## config.mk

```make
export PLATFORM = sky130hd
export DESIGN_NAME = pipelined_ctrl_pipe_flat
export DESIGN_NICKNAME = d
export VERILOG_FILES = /design/src/rtl/pipelined_ctrl_pipe_pkg.sv /design/src/rtl/pipelined_ctrl_pipe_if.sv /design/src/rtl/pipelined_ctrl_pipe_stage_reg.sv /design/src/rtl/pipelined_ctrl_pipe.sv /design/src/flat_wrapper.sv
export SDC_FILE = /design/constraint.sdc
export NUM_CORES = 1
export LEC_CHECK = 0
export CAP_MARGIN = 20
export CORE_ASPECT_RATIO = 0.5
export CORE_MARGIN = 3
export CORE_UTILIZATION = 40
export DETAILED_ROUTE_END_ITERATION = 16
export PLACE_DENSITY = 0.78
export SLEW_MARGIN = 20
export SYNTH_ARGS = -nofsm -noshare
export SYNTH_HDL_FRONTEND = slang
export SYNTH_SLANG_ARGS = --single-unit
```

## constraint.sdc

```tcl
create_clock -name clk -period 4.7 [get_ports clk]
set_input_delay 0.94 -clock clk [delete_from_list [all_inputs] [get_ports clk]]
set_output_delay 0.94 -clock clk [all_outputs]
set_load 0.1 [all_outputs]
```

## src/rtl/pipelined_ctrl_pipe_pkg.sv

```systemverilog
// Shared encodings and the per-stage control bundle carried down the
// Execute/Memory/Writeback registers of the RV32I core.
package pipelined_ctrl_pkg;

  localparam logic [1:0] RES_ALU = 2'b00;
  localparam logic [1:0] RES_MEM = 2'b01;
  localparam logic [1:0] RES_PC4 = 2'b10;

  typedef struct packed {
    logic       valid;
    logic       reg_write;
    logic [1:0] result_src;
    logic       mem_write;
    logic       jump;
    logic       branch;
    logic       branch_neg;
    logic [2:0] alu_ctrl;
    logic       alu_src;
    logic [4:0] rd;
  } ctrl_bundle_t;

  localparam ctrl_bundle_t BUBBLE = '0;

  function automatic logic is_load(input ctrl_bundle_t b);
    return b.valid && (b.result_src == RES_MEM);
  endfunction

endpackage

```

## src/rtl/pipelined_ctrl_pipe_if.sv

```systemverilog
// Decode-side control inputs and per-stage control/hazard outputs.
interface pipelined_ctrl_pipe_if;
  logic        reg_write_d;
  logic [1:0]  result_src_d;
  logic        mem_write_d;
  logic        jump_d;
  logic        branch_d;
  logic        branch_neg_d;
  logic [2:0]  alu_ctrl_d;
  logic        alu_src_d;
  logic [4:0]  rs1_d, rs2_d, rd_d;
  logic        zero_e;

  logic [2:0]  alu_ctrl_e;
  logic        alu_src_e;
  logic        pc_src_e;
  logic [4:0]  rd_e, rd_m, rd_w;
  logic        mem_write_m;
  logic        reg_write_m;
  logic [1:0]  result_src_m;
  logic        reg_write_w;
  logic [1:0]  result_src_w;
  logic        stall_f, stall_d;
  logic        flush_d, flush_e;
  logic [31:0] retired;

  modport master (
    output reg_write_d, result_src_d, mem_write_d, jump_d, branch_d, branch_neg_d,
           alu_ctrl_d, alu_src_d, rs1_d, rs2_d, rd_d, zero_e,
    input  alu_ctrl_e, alu_src_e, pc_src_e, rd_e, rd_m, rd_w, mem_write_m,
           reg_write_m, result_src_m, reg_write_w, result_src_w,
           stall_f, stall_d, flush_d, flush_e, retired
  );

  modport slave (
    input  reg_write_d, result_src_d, mem_write_d, jump_d, branch_d, branch_neg_d,
           alu_ctrl_d, alu_src_d, rs1_d, rs2_d, rd_d, zero_e,
    output alu_ctrl_e, alu_src_e, pc_src_e, rd_e, rd_m, rd_w, mem_write_m,
           reg_write_m, result_src_m, reg_write_w, result_src_w,
           stall_f, stall_d, flush_d, flush_e, retired
  );
endinterface

```

## src/rtl/pipelined_ctrl_pipe_stage_reg.sv

```systemverilog
// One pipeline register of the control bundle; an invalid bundle is always
// stored as an all-zero bubble so downstream fields never carry stale bits.
module ctrl_stage_reg
  import pipelined_ctrl_pkg::*;
(
  input  logic         clk,
  input  logic         rst,
  input  logic         flush,
  input  ctrl_bundle_t d,
  output ctrl_bundle_t q
);
  ctrl_bundle_t bundle_q, bundle_d;

  always_comb begin
    bundle_d = d;
    if (flush || !d.valid) bundle_d = BUBBLE;
  end

  always_ff @(posedge clk) begin
    if (rst) bundle_q <= BUBBLE;
    else     bundle_q <= bundle_d;
  end

  assign q = bundle_q;
endmodule

```

## src/rtl/pipelined_ctrl_pipe.sv

```systemverilog
// Control pipeline D->E->M->W with branch resolution in Execute, load-use
// hazard detection, fetch/decode stall-flush generation and a retire counter.
module pipelined_ctrl_pipe
  import pipelined_ctrl_pkg::*;
(
  input logic                  clk,
  input logic                  rst,
  pipelined_ctrl_pipe_if.slave bus
);
  ctrl_bundle_t d_b, e_b, m_b, w_b;
  logic         pc_src, lw_stall, flush_e;
  logic [31:0]  retired_q, retired_d;
  logic         unused_w;

  always_comb begin
    d_b            = BUBBLE;
    d_b.valid      = 1'b1;
    d_b.reg_write  = bus.reg_write_d;
    d_b.result_src = bus.result_src_d;
    d_b.mem_write  = bus.mem_write_d;
    d_b.jump       = bus.jump_d;
    d_b.branch     = bus.branch_d;
    d_b.branch_neg = bus.branch_neg_d;
    d_b.alu_ctrl   = bus.alu_ctrl_d;
    d_b.alu_src    = bus.alu_src_d;
    d_b.rd         = bus.rd_d;
  end

  ctrl_stage_reg u_e (.clk(clk), .rst(rst), .flush(flush_e), .d(d_b), .q(e_b));
  ctrl_stage_reg u_m (.clk(clk), .rst(rst), .flush(1'b0),    .d(e_b), .q(m_b));
  ctrl_stage_reg u_w (.clk(clk), .rst(rst), .flush(1'b0),    .d(m_b), .q(w_b));

  // A redirect outranks a load-use stall: the dependent decode slot is
  // being flushed anyway, so holding fetch would only lose the target.
  always_comb begin
    pc_src   = e_b.valid & (e_b.jump | (e_b.branch & (bus.zero_e ^ e_b.branch_neg)));
    lw_stall = is_load(e_b) & (e_b.rd != 5'd0) &
               ((e_b.rd == bus.rs1_d) | (e_b.rd == bus.rs2_d));
    flush_e  = pc_src | lw_stall;
  end

  always_comb retired_d = retired_q + {31'd0, w_b.valid};

  always_ff @(posedge clk) begin
    if (rst) retired_q <= '0;
    else     retired_q <= retired_d;
  end

  assign bus.alu_ctrl_e   = e_b.alu_ctrl;
  assign bus.alu_src_e    = e_b.alu_src;
  assign bus.rd_e         = e_b.rd;
  assign bus.pc_src_e     = pc_src;
  assign bus.rd_m         = m_b.rd;
  assign bus.mem_write_m  = m_b.mem_write;
  assign bus.reg_write_m  = m_b.reg_write;
  assign bus.result_src_m = m_b.result_src;
  assign bus.rd_w         = w_b.rd;
  assign bus.reg_write_w  = w_b.reg_write;
  assign bus.result_src_w = w_b.result_src;
  assign bus.stall_f      = lw_stall & ~pc_src;
  assign bus.stall_d      = lw_stall & ~pc_src;
  assign bus.flush_d      = pc_src;
  assign bus.flush_e      = flush_e;
  assign bus.retired      = retired_q;

  assign unused_w = ^{w_b.mem_write, w_b.jump, w_b.branch, w_b.branch_neg,
                      w_b.alu_ctrl, w_b.alu_src};
endmodule

```

## src/flat_wrapper.sv

```systemverilog
// flat-port wrapper written by rule: the top's interface ports become plain ports
module pipelined_ctrl_pipe_flat import pipelined_ctrl_pkg::*;
  (clk, rst, bus_reg_write_d, bus_result_src_d, bus_mem_write_d, bus_jump_d, bus_branch_d, bus_branch_neg_d, bus_alu_ctrl_d, bus_alu_src_d, bus_rs1_d, bus_rs2_d, bus_rd_d, bus_zero_e, bus_alu_ctrl_e, bus_alu_src_e, bus_pc_src_e, bus_rd_e, bus_rd_m, bus_rd_w, bus_mem_write_m, bus_reg_write_m, bus_result_src_m, bus_reg_write_w, bus_result_src_w, bus_stall_f, bus_stall_d, bus_flush_d, bus_flush_e, bus_retired);
  pipelined_ctrl_pipe_if bus_i ();
  input logic clk;
  input logic rst;
  input wire logic [$bits(bus_i.reg_write_d)-1:0] bus_reg_write_d;
  input wire logic [$bits(bus_i.result_src_d)-1:0] bus_result_src_d;
  input wire logic [$bits(bus_i.mem_write_d)-1:0] bus_mem_write_d;
  input wire logic [$bits(bus_i.jump_d)-1:0] bus_jump_d;
  input wire logic [$bits(bus_i.branch_d)-1:0] bus_branch_d;
  input wire logic [$bits(bus_i.branch_neg_d)-1:0] bus_branch_neg_d;
  input wire logic [$bits(bus_i.alu_ctrl_d)-1:0] bus_alu_ctrl_d;
  input wire logic [$bits(bus_i.alu_src_d)-1:0] bus_alu_src_d;
  input wire logic [$bits(bus_i.rs1_d)-1:0] bus_rs1_d;
  input wire logic [$bits(bus_i.rs2_d)-1:0] bus_rs2_d;
  input wire logic [$bits(bus_i.rd_d)-1:0] bus_rd_d;
  input wire logic [$bits(bus_i.zero_e)-1:0] bus_zero_e;
  output wire logic [$bits(bus_i.alu_ctrl_e)-1:0] bus_alu_ctrl_e;
  output wire logic [$bits(bus_i.alu_src_e)-1:0] bus_alu_src_e;
  output wire logic [$bits(bus_i.pc_src_e)-1:0] bus_pc_src_e;
  output wire logic [$bits(bus_i.rd_e)-1:0] bus_rd_e;
  output wire logic [$bits(bus_i.rd_m)-1:0] bus_rd_m;
  output wire logic [$bits(bus_i.rd_w)-1:0] bus_rd_w;
  output wire logic [$bits(bus_i.mem_write_m)-1:0] bus_mem_write_m;
  output wire logic [$bits(bus_i.reg_write_m)-1:0] bus_reg_write_m;
  output wire logic [$bits(bus_i.result_src_m)-1:0] bus_result_src_m;
  output wire logic [$bits(bus_i.reg_write_w)-1:0] bus_reg_write_w;
  output wire logic [$bits(bus_i.result_src_w)-1:0] bus_result_src_w;
  output wire logic [$bits(bus_i.stall_f)-1:0] bus_stall_f;
  output wire logic [$bits(bus_i.stall_d)-1:0] bus_stall_d;
  output wire logic [$bits(bus_i.flush_d)-1:0] bus_flush_d;
  output wire logic [$bits(bus_i.flush_e)-1:0] bus_flush_e;
  output wire logic [$bits(bus_i.retired)-1:0] bus_retired;
  assign bus_i.reg_write_d = bus_reg_write_d;
  assign bus_i.result_src_d = bus_result_src_d;
  assign bus_i.mem_write_d = bus_mem_write_d;
  assign bus_i.jump_d = bus_jump_d;
  assign bus_i.branch_d = bus_branch_d;
  assign bus_i.branch_neg_d = bus_branch_neg_d;
  assign bus_i.alu_ctrl_d = bus_alu_ctrl_d;
  assign bus_i.alu_src_d = bus_alu_src_d;
  assign bus_i.rs1_d = bus_rs1_d;
  assign bus_i.rs2_d = bus_rs2_d;
  assign bus_i.rd_d = bus_rd_d;
  assign bus_i.zero_e = bus_zero_e;
  assign bus_alu_ctrl_e = bus_i.alu_ctrl_e;
  assign bus_alu_src_e = bus_i.alu_src_e;
  assign bus_pc_src_e = bus_i.pc_src_e;
  assign bus_rd_e = bus_i.rd_e;
  assign bus_rd_m = bus_i.rd_m;
  assign bus_rd_w = bus_i.rd_w;
  assign bus_mem_write_m = bus_i.mem_write_m;
  assign bus_reg_write_m = bus_i.reg_write_m;
  assign bus_result_src_m = bus_i.result_src_m;
  assign bus_reg_write_w = bus_i.reg_write_w;
  assign bus_result_src_w = bus_i.result_src_w;
  assign bus_stall_f = bus_i.stall_f;
  assign bus_stall_d = bus_i.stall_d;
  assign bus_flush_d = bus_i.flush_d;
  assign bus_flush_e = bus_i.flush_e;
  assign bus_retired = bus_i.retired;
  pipelined_ctrl_pipe u_core (.clk(clk), .rst(rst), .bus(bus_i));
endmodule
```

Word-level counts from Yosys, hierarchy flattened
Cells that the tools add are included.

Div/mod/pow operators: 0. Order comparisons: 0. Bitwise gates (word level): 12. $mul: 0. Multiplexer cells: 3. Equal/unequal tests: 3. Shift-type cells: 0. Add/subtract/negate cells: 1. Reductions and logical operators: 5.

Operators by type and width (count): $mux W17 (3); $add A32 B1 Y32 (1); $eq A5 B5 Y1 (2); $reduce_or A2 Y1 (3); $and A1 B1 Y1 (5); $reduce_bool A5 Y1 (1); $not A1 Y1 (3); $or A1 B1 Y1 (3); $eq A2 B1 Y1 const B (1); $logic_and A1 B1 Y1 (1); $xor A1 B1 Y1 (1).

RAM bits: 0. Bits in latches: 0. Memory bits (read-only): 0. Logic and storage cells: 49. Memories kept: 0. Bits of input ports: 29. Register bits: 75.

Longest topological paths before layout
Gate-level depths: netlist of the first run.

Word-level depth: 6. Mapped depth: 7. Depth with buffers taken out: 6.

By module
A second synthesis of the first run with hierarchy kept.

Cell total of the unflattened synthesis: 309. Area total of the unflattened synthesis: 3603.5 um^2.

By module, submodules not included: ctrl_stage_reg (sequential area each 340.3 um^2, times used 3, cells each 37, area each 631.9 um^2); pipelined_ctrl_pipe (sequential area each 640.6 um^2, times used 1, cells each 198, area each 1707.9 um^2).

Least setup slack after synthesis of the first run
Ideal clock, no wire load.

Path kind: in2out. Start point: in bus_zero_e. End point: out bus_flush_e. Data arrival time: 3.229 ns. Setup slack: 0.531 ns. Cell stages on the path: 6. Buffers on the path: 2. Cells stage by stage: xor2_1 -> a21oi_1 -> nor2b_1 -> clkbuf_1 -> clkbuf_1 -> a21o_1.

Word-level cells in the longest chain between the ends: 5.

Ends and longest elaborated chain: start, declared (RTL line flat_wrapper.sv:18) `input wire logic [$bits(bus_i.zero_e)-1:0] bus_zero_e;`; $xor A1 B1 Y1 (RTL line pipelined_ctrl_pipe.sv:36) `pc_src = e_b.valid & (e_b.jump | (e_b.branch & (bus.zero_e ^ e_b.branch_neg)));`; $and A1 B1 Y1 (RTL line pipelined_ctrl_pipe.sv:36); $or A1 B1 Y1 (RTL line pipelined_ctrl_pipe.sv:36); $and A1 B1 Y1 (RTL line pipelined_ctrl_pipe.sv:36); via bus_flush_d (RTL line flat_wrapper.sv:32) `output wire logic [$bits(bus_i.flush_d)-1:0] bus_flush_d;`; $or A1 B1 Y1 (RTL line pipelined_ctrl_pipe.sv:39) `flush_e = pc_src | lw_stall;`; end, declared (RTL line flat_wrapper.sv:33) `output wire logic [$bits(bus_i.flush_e)-1:0] bus_flush_e;`.

The timed path passes the listed nets, and every way through them passes these cells.

Worst setup path after layout of the first run
Start point: in bus_rs1_d[0]. End point: out bus_stall_f.

Word-level cells in the longest chain between the ends: 4.

Ends and longest elaborated chain: start, declared (RTL line flat_wrapper.sv:15) `input wire logic [$bits(bus_i.rs1_d)-1:0] bus_rs1_d;`; $eq A5 B5 Y1 (RTL line pipelined_ctrl_pipe.sv:38) `((e_b.rd == bus.rs1_d) | (e_b.rd == bus.rs2_d));`; $or A1 B1 Y1 (RTL line pipelined_ctrl_pipe.sv:38); $and A1 B1 Y1 (RTL line pipelined_ctrl_pipe.sv:37) `lw_stall = is_load(e_b) & (e_b.rd != 5'd0) &`; $and A1 B1 Y1 (RTL line pipelined_ctrl_pipe.sv:60) `assign bus.stall_f = lw_stall & ~pc_src;`; end, declared (RTL line flat_wrapper.sv:30) `output wire logic [$bits(bus_i.stall_f)-1:0] bus_stall_f;`.

Every way passes these cells.

==> flow_summary_export.csv, run 1 <==
group,metric,value,unit
floorplanning,start_util,42.40,%
routing,vias,2488,
synthesis,avgSynthCellArea,9.179,um2
synthesis,syn-instance-count,318,
flow_run,max_cap_violations,0,
power,p_seq_share,42.7,%
setup_path,critPathTopFamily,"buffers and inverters",
setup_path,worstPathArrival,2660,ps
synthesis,synth_seq_area_share,46.64,%
clock_network,ctsResizeCount,0,
setup_path,slowest_delay,470,ps
routing,drc,0,
global_routing,grt_usage,16.63,%
final_layout,final_util,58.74,%
clock_network,cts_root_buf,"clkbuf_16",
power,p_comb_share,11.7,%
final_layout,nets,412,
timing,rsz0062_at_grt,"no",
synthesis,synthesis.nets,349,
power,power_frac_clock,45.5,%
clock_network,htreeDepth,3,
power,peakVddDrop,0.0001948,V
synthesis,synth_compound_area_share,13.24,%
final_layout,layout-drive-gt1-share,6.477,%
setup_path,path_cells,"clkdlybuf4s50_1 -> xnor2_1 -> nand3_1 -> o22ai_1 -> and3_1 -> buf_12",
hold_path,hold_class,"reg -> reg",
clock_network,clock-sinks,68,
synthesis,yosysTopAreaCellShare,46.64,%
placed_design,port_buffers,91,
placed_design,routabilityCongestion,0.8417,
timing,hold_viol_final,0,
power,p_leak,1.402,nW
synthesis,yosys_warnings,0,
setup_path,critPathBufInv,2,
routing,vias_per_cell,5.205,
final_layout,final_cell_mix,"86 x clkdlybuf4s50_1, 68 x dfxtp_1, 22 x inv_1",
timing,max_freq,0.2779,GHz
timing,final_max_slew_viol_count,0,
synthesis,synth_area_leaders,"dfxtp_1 47%, buf_4 6.2%, xnor2_1 5.7%, a2111oi_0 4.8%, and2_1 3.6%",
clock_network,post_cts_buffers,0,
global_routing,grt_max_degree,52,
synthesis,synth_top_area_cell,"dfxtp_1",
floorplanning,rows,21,
global_routing,overflow,0,
timing,setup-violations-final,0,
routing,dr.pass1.iters,4,
setup_path,critPathCaptureType,"output port",
placed_design,dp_hpwl,4847,um
global_routing,grt_pass1_vias,2417,
timing,period_share,76.57,%
synthesis,synth_area,2919,um2
global_routing,grt_pass1_wl,10980,um
final_layout,syn2layout_area_growth,38.53,%
setup_path,cp_max_fo,7,
clock_network,ctsHoldBuffers,0,
synthesis,ys_ff_latch,68,
synthesis,yosys.area_share.adder,0.8573,%
setup_path,slowest_stage,"clkdlybuf4s50_1",
timing,skew,5.527,ps
routing,first_iter_violations,126,
setup_path,start_kind,"input pin",
synthesis,ys_types,31,
synthesis,synth_top_family_by_area,"simple AND/OR/NAND/NOR gates",
floorplanning,die_area,8421,um2
floorplanning,die_w,126.8,um
clock_network,clk_pin_slew,50,ps
routing,wl,6636,um
run_status,status,"finished clean",
power,p_switching,0.3459,mW
clock_network,clkLatencyLatePin,320,ps
routing,ant_nets,0,
synthesis,synth_simple_gate_area_share,20.83,%
floorplanning,ios,92,
floorplanning,core_area,6884,um2
timing,tns,0,ps
clock_network,ctsLongestPathBuffers,2,
timing,slew_headroom,32.80,%
synthesis,synthXorXnorAreaFrac,6.601,%
power,p_per_area,346.6,nW/um2
routing,wire_per_inst,13.88,um
clock_network,cts_made_buffers,9,
setup_path,crit_type,"in -> out",
final_layout,diodes,0,
power,intPower,1.056,mW
power,netSwitchingFraction,24.68,%
setup_path,required,3760,ps
global_routing,antenna_found_initial,0,
timing,worst_pin_slew,1005,ps
floorplanning,fp.dieH,66.41,um
timing,period_needed,3599,ps
synthesis,synth_mux_area_share,0,%
clock_network,cts_tree,"yes",
final_layout,final_common_cell,"clkdlybuf4s50_1",
==> kinds of logic (layout without fill, tap and decap cells) <==
logic type                 Yosys count  in the layout
buffers and inverters               64            132
adders and majority gates            2              2
and+or+nand+nor                    104            104
AOI/OAI and AO/OA                   58             58
DFF                                 68             68
xor gates and xnor gates            22             22
==> cell usage after synthesis <==
master,n
nand3_2,1
a2111oi_0,16
a21o_1,1
xor2_1,3
nor2_1,12
a211oi_1,1
ha_1,2
buf_6,2
a21oi_1,21
xnor2_1,19
nand4_1,9
inv_1,22
clkbuf_1,14
dfxtp_1,68
or4_4,1
nand3b_1,1
and4_1,3
nor4_1,3
o21ai_0,6
o31ai_1,12
nand2_1,11
or4_1,13
nor3_1,4
nor2b_1,5
buf_1,2
or3_1,9
buf_4,24
nand3_1,11
o22ai_1,1
and2_1,17
and3_1,4
==> through the flow <==
step / cells / setup slack, ps / hold slack [ps] / instance area [um2] / power, mW
floorplan: 318 / 531.1 / 405.7 / 2919 / 0.7269
CTS: 478 / 1072 / 430.9 / 4040 / 1.416
finish: 478 / 1101 / 428.7 / 4044 / 1.402
global route: 478 / 930.4 / 454.8 / 4044 / 1.455
global placement: 462 / 1101 / 420.2 / 3755 / 0.7736
detailed placement: 462 / 1084 / 418.2 / 3755 / 0.7758
==> routing by layer <==
metal,global-route usage [%],vias up,share of wire (%)
li1,-,1232,-
met1,17.10,1162,39
met2,29.54,80,51
met3,6.855,14,7.6
met4,8.690,0,2.4
met5,0,-,0
==> area by class of cell <==
class | count | area (um2)
Timing Repair Buffer | 94 | 983.4
Clock inverter | 5 | 52.55
Tap cell | 92 | 115.1
Clock buffer | 11 | 232.7
Fill cell | 593 | 2840
Multi-Input combinational cell | 186 | 1216
Sequential cell | 68 | 1361
Inverter | 22 | 82.58
==> path summary, 6_finish.rpt <==
kind | startpoint | cells past startpoint | slack (ps) | endpoint
hold reg to reg | u_core.u_e.q[12] | 1 | 430 | u_core.u_m.q[12]
hold / removal | u_core.u_e.q[12] | 1 | 430 | u_core.u_m.q[12]
setup / recovery | bus_rs1_d[0] | 6 | 1100 | bus_stall_f
setup reg to reg | u_core.bus.retired[0] | 6 | 2470 | u_core.bus.retired[18]
==> registers in the layout, indices dropped and copies added (netlist names) <==
signal,cells
u_core.u_m.q,10
u_core.u_w.q,9
u_core.bus.retired,32
u_core.u_e.q,17
==> power by group through the flow <==
stage,clock (mW),combinational (mW),sequential [mW]
3_3_place_gp,0,0.163,0.611
3_5_place_dp,0,0.165,0.611
4_1_cts,0.652,0.165,0.599
6_report,0.638,0.165,0.599
2_1_floorplan,0,0.105,0.621
5_1_grt,0.681,0.174,0.600
==> worst reg2reg max path, cell delays in order, from the launching register on <==
cell and delay (ps):
dfxtp_1 330, ha_1 220, ha_1 260, nand4_1 210, or4_1 660, or3_1 340
a21oi_1 150
Note: power is estimated with default switching activity, not from simulation.
==> inputs of run 2 (changes only) <==
Clock period 4.7 ns to 3.4 ns, I/O delays scaled along.
==> run 2 against run 1 <==
Compared with the run above:
- die area is the same
- sequential share of layout area grew 0.64 points
- clock power grew 42%
- register-to-register slack lost 1300 ps
- critical endpoint is now bus_stall_d
- final cell count grew 0.42%
- via count shrank 0.16%
- largest power group unchanged
- sequential power grew 38%
- count of clock-buffer cells in the layout shrank 2
- global-route usage grew 1.0 points
- hold slack is essentially flat
- worst setup slack lost 720 ps
- sequential cell count is the same
==> flow_summary_export.csv, run 2 (synthesis results as in run 1) <==
group,metric,value,unit
final_layout,regArea,1361,um2
power,p_switching,0.5051,mW
clock_network,clkLatencyLatePin,340,ps
power,peakVddDrop,0.0003062,V
routing,wire_per_inst,14.37,um
global_routing,grt_pass1_vias,2514,
timing,period_needed,3014,ps
final_layout,multiInputGateArea,1214,um2
setup_path,critPathCaptureType,"output port",
clock_network,clock-sinks,68,
clock_network,ctsLongestPathBuffers,2,
floorplanning,die_w,126.8,um
setup_path,required,2720,ps
setup_path,slowest_stage,"clkdlybuf4s50_1",
power,p_per_area,494.6,nW/um2
timing,slew_headroom,34.22,%
final_layout,layout-drive-gt1-share,17.27,%
final_layout,largest_register_ff_count,32,
floorplanning,fp.dieH,66.41,um
clock_network,cts_tree,"yes",
floorplanning,core_area,6884,um2
routing,ant_nets,0,
timing,period_share,88.66,%
setup_path,path_cells,"clkdlybuf4s50_1 -> xnor2_1 -> nand3_1 -> o22ai_1 -> and3_2 -> buf_12",
hold_path,hold_class,"reg -> reg",
setup_path,cp_max_fo,6,
final_layout,diodes,0,
placed_design,port_buffers,91,
placed_design,dp_hpwl,4981,um
placed_design,routabilityCongestion,0.8845,
timing,skew,3.542,ps
setup_path,start_kind,"input pin",
routing,vias_per_cell,5.175,
global_routing,grt_pass1_wl,11550,um
global_routing,grt_max_degree,33,
timing,setup-violations-final,0,
clock_network,cts_made_buffers,9,
timing,rsz0062_at_grt,"no",
clock_network,clk_pin_slew,50,ps
power,p_leak,1.486,nW
power,intPower,1.458,mW
setup_path,worstPathArrival,2330,ps
floorplanning,ios,92,
power,total_power,1.963,mW
final_layout,final_common_cell,"dfxtp_1",
final_layout,nets,414,
setup_path,crit_type,"in -> out",
clock_network,cts_root_buf,"clkbuf_16",
clock_network,htreeDepth,3,
timing,hold_viol_final,0,
routing,drc,0,
setup_path,slowest_delay,480,ps
power,power_frac_clock,46.3,%
run_status,status,"finished clean",
global_routing,antenna_found_initial,0,
power,netSwitchingFraction,25.73,%
timing,tns,0,ps
floorplanning,die_area,8421,um2
routing,dr.pass1.iters,4,
final_layout,fillers,609,
routing,first_iter_violations,135,
timing,worst_pin_slew,983.6,ps
clock_network,ctsResizeCount,0,
clock_network,ctsHoldBuffers,0,
routing,wl,6896,um
global_routing,overflow,0,
timing,max_freq,0.3318,GHz
power,p_seq_share,42.2,%
global_routing,grt_usage,17.67,%
flow_run,max_cap_violations,0,
final_layout,final_cell_mix,"68 x dfxtp_1, 48 x clkdlybuf4s50_1, 43 x buf_4",
power,p_comb_share,11.6,%
timing,final_max_slew_viol_count,0,
timing,fin_ws,385.7,ps
clock_network,post_cts_buffers,0,
floorplanning,rows,21,
placed_design,dp_worst_setup_slack,387.1,ps
final_layout,syn2layout_area_growth,35.96,%
floorplanning,start_util,42.40,%
routing,vias,2484,
run 2: layer usage:
layer / wire length, um / vias to the layer above / global-route usage, %
li1: - / 1227 / -
met1: 2758 / 1165 / 17.82
met2: 3448 / 76 / 31.05
met3: 562 / 16 / 9.032
met4: 126 / 0 / 8.021
met5: 0 / - / 0
run 2: worst max-delay path: cells and delay by family:
| kind | cells | cell delay [ps] |
|---|---|---|
| buffers and inverters | 2 | 670 |
| AND/OR/NAND/NOR | 2 | 440 |
| AO/OA/AOI/OAI | 1 | 430 |
| XOR/XNOR | 1 | 110 |
run 2: path summary, 6_finish.rpt:
path | endpoint | cells past startpoint | slack, ps | startpoint
max | bus_stall_d | 6 | 390 | bus_rs1_d[4]
min reg2reg | u_core.u_m.q[12] | 1 | 430 | u_core.u_e.q[12]
min | u_core.u_m.q[12] | 1 | 430 | u_core.u_e.q[12]
max reg2reg | u_core.bus.retired[18] | 6 | 1150 | u_core.bus.retired[0]
run 2: layout make-up:
cell class / instances / area share [%]
clock buffers: 9 / 5.675
clock inverters: 7 / 1.702
inverters: 22 / 2.081
multi-input cells: 186 / 30.58
flip-flops and latches: 68 / 34.30
well taps: 92 / 2.900
repair buffers: 96 / 22.76
run 2: power by group through the flow:
stage	Clock (mW)	Combinational (mW)	Sequential, mW
4_1_cts	0.930	0.228	0.828
5_1_grt	0.966	0.241	0.830
3_3_place_gp	0	0.225	0.845
6_report	0.908	0.227	0.828
3_5_place_dp	0	0.228	0.845
2_1_floorplan	0	0.146	0.859
run 2: stage by stage:
stage	area (um2)	hold WS [ps]	utilization (%)	cells
6_report	3969	428.7	57.65	480
5_1_grt	3969	454.7	57.65	480
4_1_cts	3969	433.6	57.65	480
3_5_place_dp	3676	417.4	53.40	464
3_3_place_gp	3676	422.1	53.40	464
2_1_floorplan	2922	405.7	-	318
==> inputs of run 3 (changes only) <==
Settings changed: CAP_MARGIN 20 to 30, CORE_ASPECT_RATIO 0.5 to 1.4.
==> run 3 against run 2 <==
Compared with the run above:
- worst setup slack lost 90 ps
- via count shrank 2.1%
- final cell count grew 1.0%
- hold slack gained 8.2 ps
- wire length shrank 8.1%
- largest cell class unchanged
==> flow_summary_export.csv, run 3 (synthesis results as in run 1) <==
group,metric,value,unit
setup_path,cp_max_fo,8,
placed_design,port_buffers,91,
global_routing,antenna_found_initial,0,
final_layout,syn2layout_area_growth,33.52,%
setup_path,slowest_delay,490,ps
setup_path,critPathTopFamily,"buffers and inverters",
final_layout,final_common_cell,"dfxtp_1",
setup_path,start_kind,"input pin",
timing,final_max_slew_viol_count,0,
final_layout,layout-drive-gt1-share,17.44,%
setup_path,path_cells,"clkdlybuf4s50_1 -> xnor2_1 -> nand3_1 -> o22ai_1 -> and3_2 -> buf_12",
setup_path,crit_type,"in -> out",
routing,drc,0,
clock_network,post_cts_buffers,0,
clock_network,htreeDepth,3,
global_routing,overflow,0,
clock_network,ctsLongestPathBuffers,2,
timing,tns,0,ps
global_routing,grt_usage,14.99,%
clock_network,cts_made_buffers,9,
clock_network,ctsResizeCount,0,
global_routing,grt_pass1_wl,10100,um
final_layout,nets,416,
setup_path,critPathBufInv,2,
floorplanning,start_util,41.54,%
timing,setup-violations-final,0,
floorplanning,ios,92,
timing,skew,10.79,ps
power,total_power,1.714,mW
routing,vias_per_cell,5.014,
run_status,status,"finished clean",
timing,rsz0062_at_grt,"no",
power,p_per_area,439.7,nW/um2
routing,dr.pass1.iters,5,
timing,period_share,91.31,%
clock_network,clkLatencyLatePin,330,ps
final_layout,diodes,0,
setup_path,slowest_stage,"clkdlybuf4s50_1",
routing,wire_per_inst,13.07,um
final_layout,fillers,653,
floorplanning,die_area,8373,um2
timing,hold_viol_final,0,
hold_path,hold_class,"reg -> reg",
timing,worst_pin_slew,983.8,ps
clock_network,cts_tree,"yes",
global_routing,grt_max_degree,28,
floorplanning,die_w,78.20,um
setup_path,required,2720,ps
routing,ant_nets,0,
routing,first_iter_violations,96,
clock_network,clock-sinks,68,
floorplanning,fp.dieH,107.1,um
timing,period_needed,3104,ps
clock_network,ctsHoldBuffers,0,
timing,max_freq,0.3221,GHz
routing,wl,6339,um
clock_network,clk_pin_slew,60,ps
final_layout,largest_register_ff_count,32,
clock_network,cts_root_buf,"clkbuf_8",
routing,vias,2432,
setup_path,critPathCaptureType,"output port",
floorplanning,core_area,7027,um2
placed_design,dp_hpwl,4729,um
flow_run,max_cap_violations,0,
global_routing,grt_pass1_vias,2184,
timing,slew_headroom,34.21,%
setup_path,worstPathArrival,2420,ps
final_layout,final_cell_mix,"68 x dfxtp_1, 48 x clkdlybuf4s50_1, 45 x buf_4",
placed_design,routabilityCongestion,0.7395,
floorplanning,rows,36,
power,p_leak,1.461,nW
power,peakVddDrop,0.0002720,V
-- run 3: changes by cell type in the layout (fill, tap and decap cells not counted), sizes merged --
cell and delta:
clkbuf +3, buf +2, clkinv -1, clkinvlp -2
-- run 3: worst reg2reg max path, stage by stage (launching register included) --
cell     delay, ps
dfxtp_1        340
ha_1           280
ha_1           290
nand4_1        210
or4_1          640
or3_1          340
a21oi_1        150
-- run 3: where the power goes --
| group | internal, mW | switching [mW] | leakage [nW] |
|---|---|---|---|
| Combinational | 0.0811 | 0.147 | 0.806 |
| Sequential | 0.815 | 0.0116 | 0.553 |
| Clock | 0.376 | 0.282 | 0.102 |
| Total | 1.27 | 0.441 | 1.46 |
-- run 3: path summary, 6_finish.rpt --
path         cells after the start  slack, ps                      to                  start
max                              6        300             bus_stall_f           bus_rs1_d[4]
min                              1        440        u_core.u_m.q[12]       u_core.u_e.q[12]
max reg2reg                      6       1100  u_core.bus.retired[20]  u_core.bus.retired[0]
min reg2reg                      1        440        u_core.u_m.q[12]       u_core.u_e.q[12]
-- run 3: per-layer routing --
layer	GRT usage [%]	vias to the layer above	share of wire [%]
met3	4.034	8	5.6
met4	5.750	0	1.8
li1	-	1240	-
met5	0	-	0
met1	18.17	1116	41
met2	25.18	68	52
-- run 3: metrics by stage --
step           worst slack, ps  utilization (%)  std cells  cell area [um2]  hold WS (ps)
6_report                 295.5            55.47        485             3897         436.8
5_1_grt                  204.9            55.47        485             3897         472.9
4_1_cts                  304.7            55.47        485             3897         444.9
3_5_place_dp             317.8            52.58        469             3695         430.7
3_3_place_gp             364.7            52.58        469             3695         410.8
2_1_floorplan            229.1                -        318             2922         405.7
-- run 3: cell type report --
type                            instances  area [um2]  area share [%]
Tap cell                               95       118.9           3.050
Inverter                               22       82.58           2.119
Clock inverter                          4       47.55           1.220
Sequential cell                        68        1361           34.93
Multi-Input combinational cell        186        1214           31.14
Timing Repair Buffer                   98       918.4           23.56
Clock buffer                           12       155.1           3.981
